`src/rtl/ibex_hpm_ctrl.sv`:
```
// HPM counter control: event masks, inhibit, counter write pulses and CSR reads.
// Optional overflow flags and interrupt are built when IBEX_HPM_OVF_IRQ_EN is defined.
module ibex_hpm_ctrl #(
    parameter int unsigned NumCounters  = 4,
    parameter int unsigned NumEvents    = 16,
    parameter int unsigned CounterWidth = 40
) (
    input  logic                        clk_i,
    input  logic                        rst_i,
    input  logic [NumEvents-1:0]        event_i,
    input  logic                        csr_we_i,
    input  logic                        csr_re_i,
    input  logic [11:0]                 csr_addr_i,
    input  logic [31:0]                 csr_wdata_i,
    output logic [31:0]                 csr_rdata_o,
    output logic                        csr_rvalid_o,
    output logic                        csr_err_o,
    input  logic [64*NumCounters-1:0]   cnt_val_i,
    output logic [NumCounters-1:0]      cnt_inc_o,
    output logic [NumCounters-1:0]      cnt_we_o,
    output logic [NumCounters-1:0]      cnt_weh_o,
    output logic [31:0]                 cnt_wdata_o,
    output logic                        ovf_irq_o
);

    localparam logic [11:0] AddrInhibit   = 12'h320;
    localparam logic [11:0] AddrEventBase = 12'h323;
    localparam logic [11:0] AddrCntBase   = 12'hB03;
    localparam logic [11:0] AddrCntHBase  = 12'hB83;
    localparam logic [11:0] AddrOvf       = 12'hDA0;

    logic [NumEvents-1:0]   event_q;
    logic [NumEvents-1:0]   mhpmevent_q [NumCounters];
    logic [NumEvents-1:0]   mhpmevent_d [NumCounters];
    logic [NumCounters-1:0] inhibit_q, inhibit_d;
    logic [NumCounters-1:0] cnt_we_q, cnt_we_d;
    logic [NumCounters-1:0] cnt_weh_q, cnt_weh_d;
    logic [31:0]            cnt_wdata_q, cnt_wdata_d;
    logic [31:0]            rdata_q, rdata_d;
    logic                   rvalid_q;
    logic                   err_q, err_d;

    logic                   inhibit_hit, ovf_hit, addr_valid;
    logic [NumCounters-1:0] event_hit, cnt_hit, cnth_hit;
    logic [31:0]            rd_val, inhibit_rd, ovf_rd;

    // NOTE: every signal gets a default at the top of an always_comb so no path leaves it unassigned (no latch).
    always_comb begin
        inhibit_hit = (csr_addr_i == AddrInhibit);
        ovf_hit     = (csr_addr_i == AddrOvf);
        event_hit   = '0;
        cnt_hit     = '0;
        cnth_hit    = '0;
        for (int i = 0; i < NumCounters; i++) begin
            event_hit[i] = (csr_addr_i == AddrEventBase + 12'(i));
            cnt_hit[i]   = (csr_addr_i == AddrCntBase + 12'(i));
            cnth_hit[i]  = (csr_addr_i == AddrCntHBase + 12'(i));
        end
        addr_valid = inhibit_hit | ovf_hit | (|event_hit) | (|cnt_hit) | (|cnth_hit);
    end

    assign inhibit_rd = 32'(inhibit_q) << 3;

    // Read data comes from current register state, so a same-cycle write returns the old value.
    always_comb begin
        rd_val = '0;
        if (inhibit_hit) rd_val = inhibit_rd;
        if (ovf_hit)     rd_val = ovf_rd;
        for (int i = 0; i < NumCounters; i++) begin
            if (event_hit[i]) rd_val = 32'(mhpmevent_q[i]);
            if (cnt_hit[i])   rd_val = cnt_val_i[64*i +: 32];
            if (cnth_hit[i])  rd_val = cnt_val_i[64*i+32 +: 32];
        end
    end

    always_comb begin
        for (int i = 0; i < NumCounters; i++) begin
            mhpmevent_d[i] = (csr_we_i && event_hit[i]) ? csr_wdata_i[NumEvents-1:0] : mhpmevent_q[i];
        end
        inhibit_d   = (csr_we_i && inhibit_hit) ? csr_wdata_i[3 +: NumCounters] : inhibit_q;
        cnt_we_d    = {NumCounters{csr_we_i}} & cnt_hit;
        cnt_weh_d   = {NumCounters{csr_we_i}} & cnth_hit;
        cnt_wdata_d = ((|cnt_we_d) || (|cnt_weh_d)) ? csr_wdata_i : '0;
        rdata_d     = csr_re_i ? rd_val : '0;
        err_d       = (csr_re_i || csr_we_i) && !addr_valid;
    end

    // NOTE: sequential state uses non-blocking assignments so all flops update from pre-edge values.
    always_ff @(posedge clk_i) begin
        if (rst_i) begin
            event_q     <= '0;
            // NOTE: the mask array is reset so no event counts before software programs it.
            for (int i = 0; i < NumCounters; i++) mhpmevent_q[i] <= '0;
            inhibit_q   <= '1;
            cnt_we_q    <= '0;
            cnt_weh_q   <= '0;
            cnt_wdata_q <= '0;
            rdata_q     <= '0;
            rvalid_q    <= 1'b0;
            err_q       <= 1'b0;
        end else begin
            event_q     <= event_i;
            for (int i = 0; i < NumCounters; i++) mhpmevent_q[i] <= mhpmevent_d[i];
            inhibit_q   <= inhibit_d;
            cnt_we_q    <= cnt_we_d;
            cnt_weh_q   <= cnt_weh_d;
            cnt_wdata_q <= cnt_wdata_d;
            rdata_q     <= rdata_d;
            rvalid_q    <= csr_re_i;
            err_q       <= err_d;
        end
    end

    // Increments are suppressed in the cycle the core is loading the counter.
    always_comb begin
        cnt_inc_o = '0;
        for (int i = 0; i < NumCounters; i++) begin
            cnt_inc_o[i] = (|(event_q & mhpmevent_q[i])) & ~inhibit_q[i] & ~cnt_we_q[i] & ~cnt_weh_q[i];
        end
    end

`ifdef IBEX_HPM_OVF_IRQ_EN
    logic [NumCounters-1:0] ovf_q, ovf_d, ovf_set, ovf_clr;
    logic                   ovf_irq_q;

    // A flag sets when an increment lands on an all-ones counter; set wins over a W1C clear.
    always_comb begin
        ovf_set = '0;
        for (int i = 0; i < NumCounters; i++) begin
            ovf_set[i] = cnt_inc_o[i] & (&cnt_val_i[64*i +: CounterWidth]);
        end
        ovf_clr = (csr_we_i && ovf_hit) ? csr_wdata_i[3 +: NumCounters] : '0;
        ovf_d   = (ovf_q & ~ovf_clr) | ovf_set;
    end

    always_ff @(posedge clk_i) begin
        if (rst_i) begin
            ovf_q     <= '0;
            ovf_irq_q <= 1'b0;
        end else begin
            ovf_q     <= ovf_d;
            ovf_irq_q <= |ovf_d;
        end
    end

    assign ovf_rd    = 32'(ovf_q) << 3;
    assign ovf_irq_o = ovf_irq_q;
`else
    assign ovf_rd    = '0;
    assign ovf_irq_o = 1'b0;
`endif

    assign csr_rdata_o  = rdata_q;
    assign csr_rvalid_o = rvalid_q;
    assign csr_err_o    = err_q;
    assign cnt_we_o     = cnt_we_q;
    assign cnt_weh_o    = cnt_weh_q;
    assign cnt_wdata_o  = cnt_wdata_q;

endmodule

```
`config.mk`:
```
export PLATFORM = sky130hd
export DESIGN_NAME = ibex_hpm_ctrl
export DESIGN_NICKNAME = d
export VERILOG_FILES = /design/src/rtl/ibex_hpm_ctrl.sv
export SDC_FILE = /design/constraint.sdc
export NUM_CORES = 1
export LEC_CHECK = 0
export CORE_AREA = 2 2 156 158
export DETAILED_ROUTE_END_ITERATION = 10
export DIE_AREA = 0 0 158 160
export PLACE_DENSITY = 0.72
export REMOVE_ABC_BUFFERS = 1
export SLEW_MARGIN = 30
export SYNTH_ARGS = -nofsm -noshare
export SYNTH_HDL_FRONTEND = slang
export SYNTH_SLANG_ARGS = --single-unit
export TNS_END_PERCENT = 20
```
`constraint.sdc`:
```
create_clock -name clk_i -period 3 [get_ports clk_i]
set_input_delay 0.45 -clock clk_i [delete_from_list [all_inputs] [get_ports clk_i]]
set_output_delay 0.45 -clock clk_i [all_outputs]
set_load 0.03 [all_outputs]
```
==> flow_metrics.py <==
metrics = {
    "routing": {
        "drtAntennaViolNets": 0,
        "dr.pass1.iters": 6,
        "detail_route.drc_violations": 0,
        "vias_per_cell": 5.84,
        "drtIter0Drc": 1207,
        "drt-total-wl_mm": 46.0,
        "via_count": 11100,
        "wire_per_inst_um": 24.3,
    },
    "layout": {
        "drive_above_1_share_pct": 11.2,
        "stdcell_count": 1897,
        "fill_cells": 2206,
        "seqCellArea_um2": 3160,
        "fin_util_pct": 59.9,
        "final_nets": 1879,
        "multi_input_area_um2": 5080,
        "areaGrowthSynthToFinish_pct": 65.0,
    },
    "grt": {
        "antenna_found_initial": 1,
        "grt_pass1_wl_mm": 66.8,
        "grt_max_degree": 77,
        "grt_usage_pct": 35.5,
        "grt_pass1_vias": 11000,
        "grt_overflow": 0,
    },
    "synthesis": {
        "synth_xor_area_share_pct": 0,
        "synth_compound_area_share_pct": 29.7,
        "synth_ff_type": "dfxtp_1",
        "yosys-mux-area-fraction_pct": 2.07,
        "synth_top_area_share_pct": 36.6,
        "synthesis.area_um2": 8640,
        "synth_edf_count": 0,
        "ys_seq_elements": 158,
        "netlist_instances": 1124,
        "synth-simple-area-share_pct": 26.6,
        "yosysTopAreaCell": "dfxtp_1",
        "async_flop_share_pct": 0,
        "synth_top_family_by_area": "compound AO/OA/AOI/OAI gates",
        "synth.area.top_cells": "dfxtp_1 (37%), nand2_1 (8.8%), a21oi_1 (8.4%), o21ai_0 (3.5%), and2_1 (3.1%)",
        "ys_seq_area_share_pct": 36.6,
        "synth_cell_types": 63,
        "avgSynthCellArea_um2": 7.69,
        "synthAdderAreaFrac_pct": 0,
        "yosysWarnings": 0,
    },
    "clock_network": {
        "clkLatencyLatePin_ns": 0.45,
        "post_cts_buffers": 0,
        "cts_buffer_depth": 2,
        "clkSlewWorstSetupHoldPaths_ns": 0.08,
        "root_buffer": "clkbuf_16",
        "clock-sinks": 158,
        "cts_made_buffers": 17,
        "cts_max_level": 4,
        "cts_tree": "yes",
    },
    "die": {
        "die_w_um": 158,
        "die_y_um": 160,
        "die_area_um2": 25300,
        "rows": 57,
        "initial_core_util_pct": 36.3,
        "coreArea_um2": 23800,
        "ios": 399,
    },
    "critical_path": {
        "cp_max_fo": 4,
        "end_kind": "output port",
        "crit_type": "flip-flop to output port",
        "worstSetupStartpointType": "flip-flop",
        "worst_ep_required_time_ns": 2.55,
        "crit_arrival_ns": 2.39,
        "ff2ff_path_depth": 6,
    },
    "power_and_ir_drop": {
        "seqPwrFrac_pct": 41.0,
        "p_switching_mw": 1.46,
        "clkPwrFrac_pct": 44.5,
        "p_int_mw": 3.73,
        "power.density_nw_per_um2": 364,
        "sw_frac_of_total_pct": 28.1,
        "comb_power_share_pct": 14.4,
        "ir_drop_mv": 0.324,
        "p_leak_nw": 5.01,
    },
    "timing": {
        "holdWs_ns": 0.402,
        "relSlewSlack_pct": 47.3,
        "finalSetupViolCount": 0,
        "hold_viol": 0,
        "finalSetupTns_ns": 0,
        "max_freq_ghz": 0.352,
        "report.final.slew_viol_count": 0,
        "post-route-period-util_pct": 94.7,
        "worst_slack_ns": 0.158,
        "fin_skew_ns": 0.0139,
        "worst_slew_pin_slew_ns": 0.790,
        "rsz0062_at_grt": "no",
        "period_minus_slack_ns": 2.84,
    },
    "place": {
        "dpl.hpwl_mm": 36.2,
        "dp_cells": 1864,
        "place_congestion": 1.00,
        "pre_cts_ws_ns": -0.00227,
        "io_buffers": 397,
    },
    "run": {
        "max_cap_viol_count": 0,
    },
    "outcome": {
        "status": "finished, final reports clean",
    },
    "min_path": {
        "hp-class": "input port to flip-flop",
        "hold_depth": 2,
    },
}
## layout by cell type (no fill, tap or decap), types with 12 or more instances in the layout
cell type | synthesis | routed
clkdlybuf4s50_1 | 0 | 393
nand2_1 | 203 | 203
dfxtp_1 | 158 | 158
a21oi_1 | 145 | 145
buf_4 | 4 | 103
nor2_1 | 61 | 60
o21ai_0 | 60 | 60
and2_1 | 43 | 43
nand3_1 | 31 | 31
and3_1 | 29 | 29
a22oi_1 | 25 | 25
a221o_1 | 22 | 22
a221oi_1 | 21 | 21
o22ai_1 | 21 | 21
nor2b_1 | 19 | 18
clkbuf_16 | 0 | 17
o221ai_1 | 16 | 16
mux2_2 | 15 | 15
o211ai_1 | 13 | 13
nand3b_1 | 12 | 12
## final cells by class
type	count	area share, %
repair buffers	510	34.7
flip-flops and latches	158	22.2
multi-input cells	866	35.7
inverters	6	0.158
clock inverters	15	1.43
diodes	1	0.0176
clock buffers	17	2.98
well taps	324	2.84
## worst max-delay path, stage by stage, from the launching register on
cell             delay [ns]
dfxtp_1                0.40
a22o_1                 0.20
a221oi_1               0.29
nand3_1                0.11
nor2_1                 0.25
nor4_1                 0.09
clkdlybuf4s50_1        0.60
## per-layer routing
metal / share of wire (%) / wire length [µm] / up-vias / track usage [%]
li1: - / - / 5009 / -
met1: 37 / 16900 / 5211 / 40.6
met2: 49 / 22500 / 696 / 61.4
met3: 8.6 / 3960 / 159 / 7.00
met4: 5.9 / 2740 / 0 / 19.9
met5: 0 / 0 / - / 0
## logic make-up after synthesis
family	count (synthesis)
AND/OR/NAND/NOR	455
AO/OA/AOI/OAI	394
flip-flops	158
buffers and inverters	100
multiplexers	16
other	1
## through the flow
| step | cell area (µm²) | power (mW) |
|---|---|---|
| 2_1_floorplan | 8240 | 2.29 |
| 3_3_place_gp | 13600 | 2.92 |
| 3_5_place_dp | 13600 | 2.92 |
| 4_1_cts | 14200 | 5.19 |
| 5_1_grt | 14300 | 5.34 |
| 6_report | 14300 | 5.19 |
## synthesized netlist by cell type, types with 4 or more instances
cell       number
a2111oi_0       9
a211o_1         6
a211oi_1        5
a21oi_1       145
a221o_1        22
a221oi_1       21
a22o_1          8
a22oi_1        25
a2bb2oi_1       4
a31oi_1         6
and2_1         43
and3_1         29
buf_2          22
buf_4           4
clkbuf_1       65
dfxtp_1       158
inv_1           6
mux2_2         15
nand2_1       203
nand2b_1        5
nand3_1        31
nand3b_1       12
nand4_1         6
nand4bb_1       5
nor2_1         61
nor2b_1        19
nor3_1          5
nor3_2          5
nor4_1          9
nor4bb_1        4
o211ai_1       13
o21ai_0        60
o221ai_1       16
o22ai_1        21
o2bb2ai_1       9
## what timing repair did
action	CTS	global route
setup endpoints to repair	0	3
hold buffers	0	0
resized for setup	0	3
## power by group through the flow
stage	clock, mW	sequential [mW]	combinational (mW)
6_report	2.31	2.13	0.750
5_1_grt	2.43	2.13	0.785
4_1_cts	2.32	2.13	0.743
3_5_place_dp	0	2.18	0.740
3_3_place_gp	0	2.18	0.738
2_1_floorplan	0	2.17	0.122
## sequential cells by signal (all words and copies together), names as in the netlist
name and cells:
mhpmevent_q 64, cnt_wdata_o 32, csr_rdata_o 32, event_q 16, cnt_we_o 4, cnt_weh_o 4
inhibit_q 4, csr_err_o 1, csr_rvalid_o 1
## worst paths after layout
kind / start / to / slack (ns)
setup / recovery: event_q[11]$_SDFF_PP0_ / cnt_inc_o[1] / 0.16
hold / removal: rst_i / mhpmevent_q[3][6]$_SDFFE_PP0P_ / 0.40
setup reg to reg: mhpmevent_q[0][6]$_SDFFE_PP0P_ / csr_rdata_o[6]$_SDFF_PP0_ / 1.34
hold reg to reg: mhpmevent_q[0][8]$_SDFFE_PP0P_ / mhpmevent_q[0][8]$_SDFFE_PP0P_ / 0.48
Note: power is estimated with default switching activity, not from simulation.
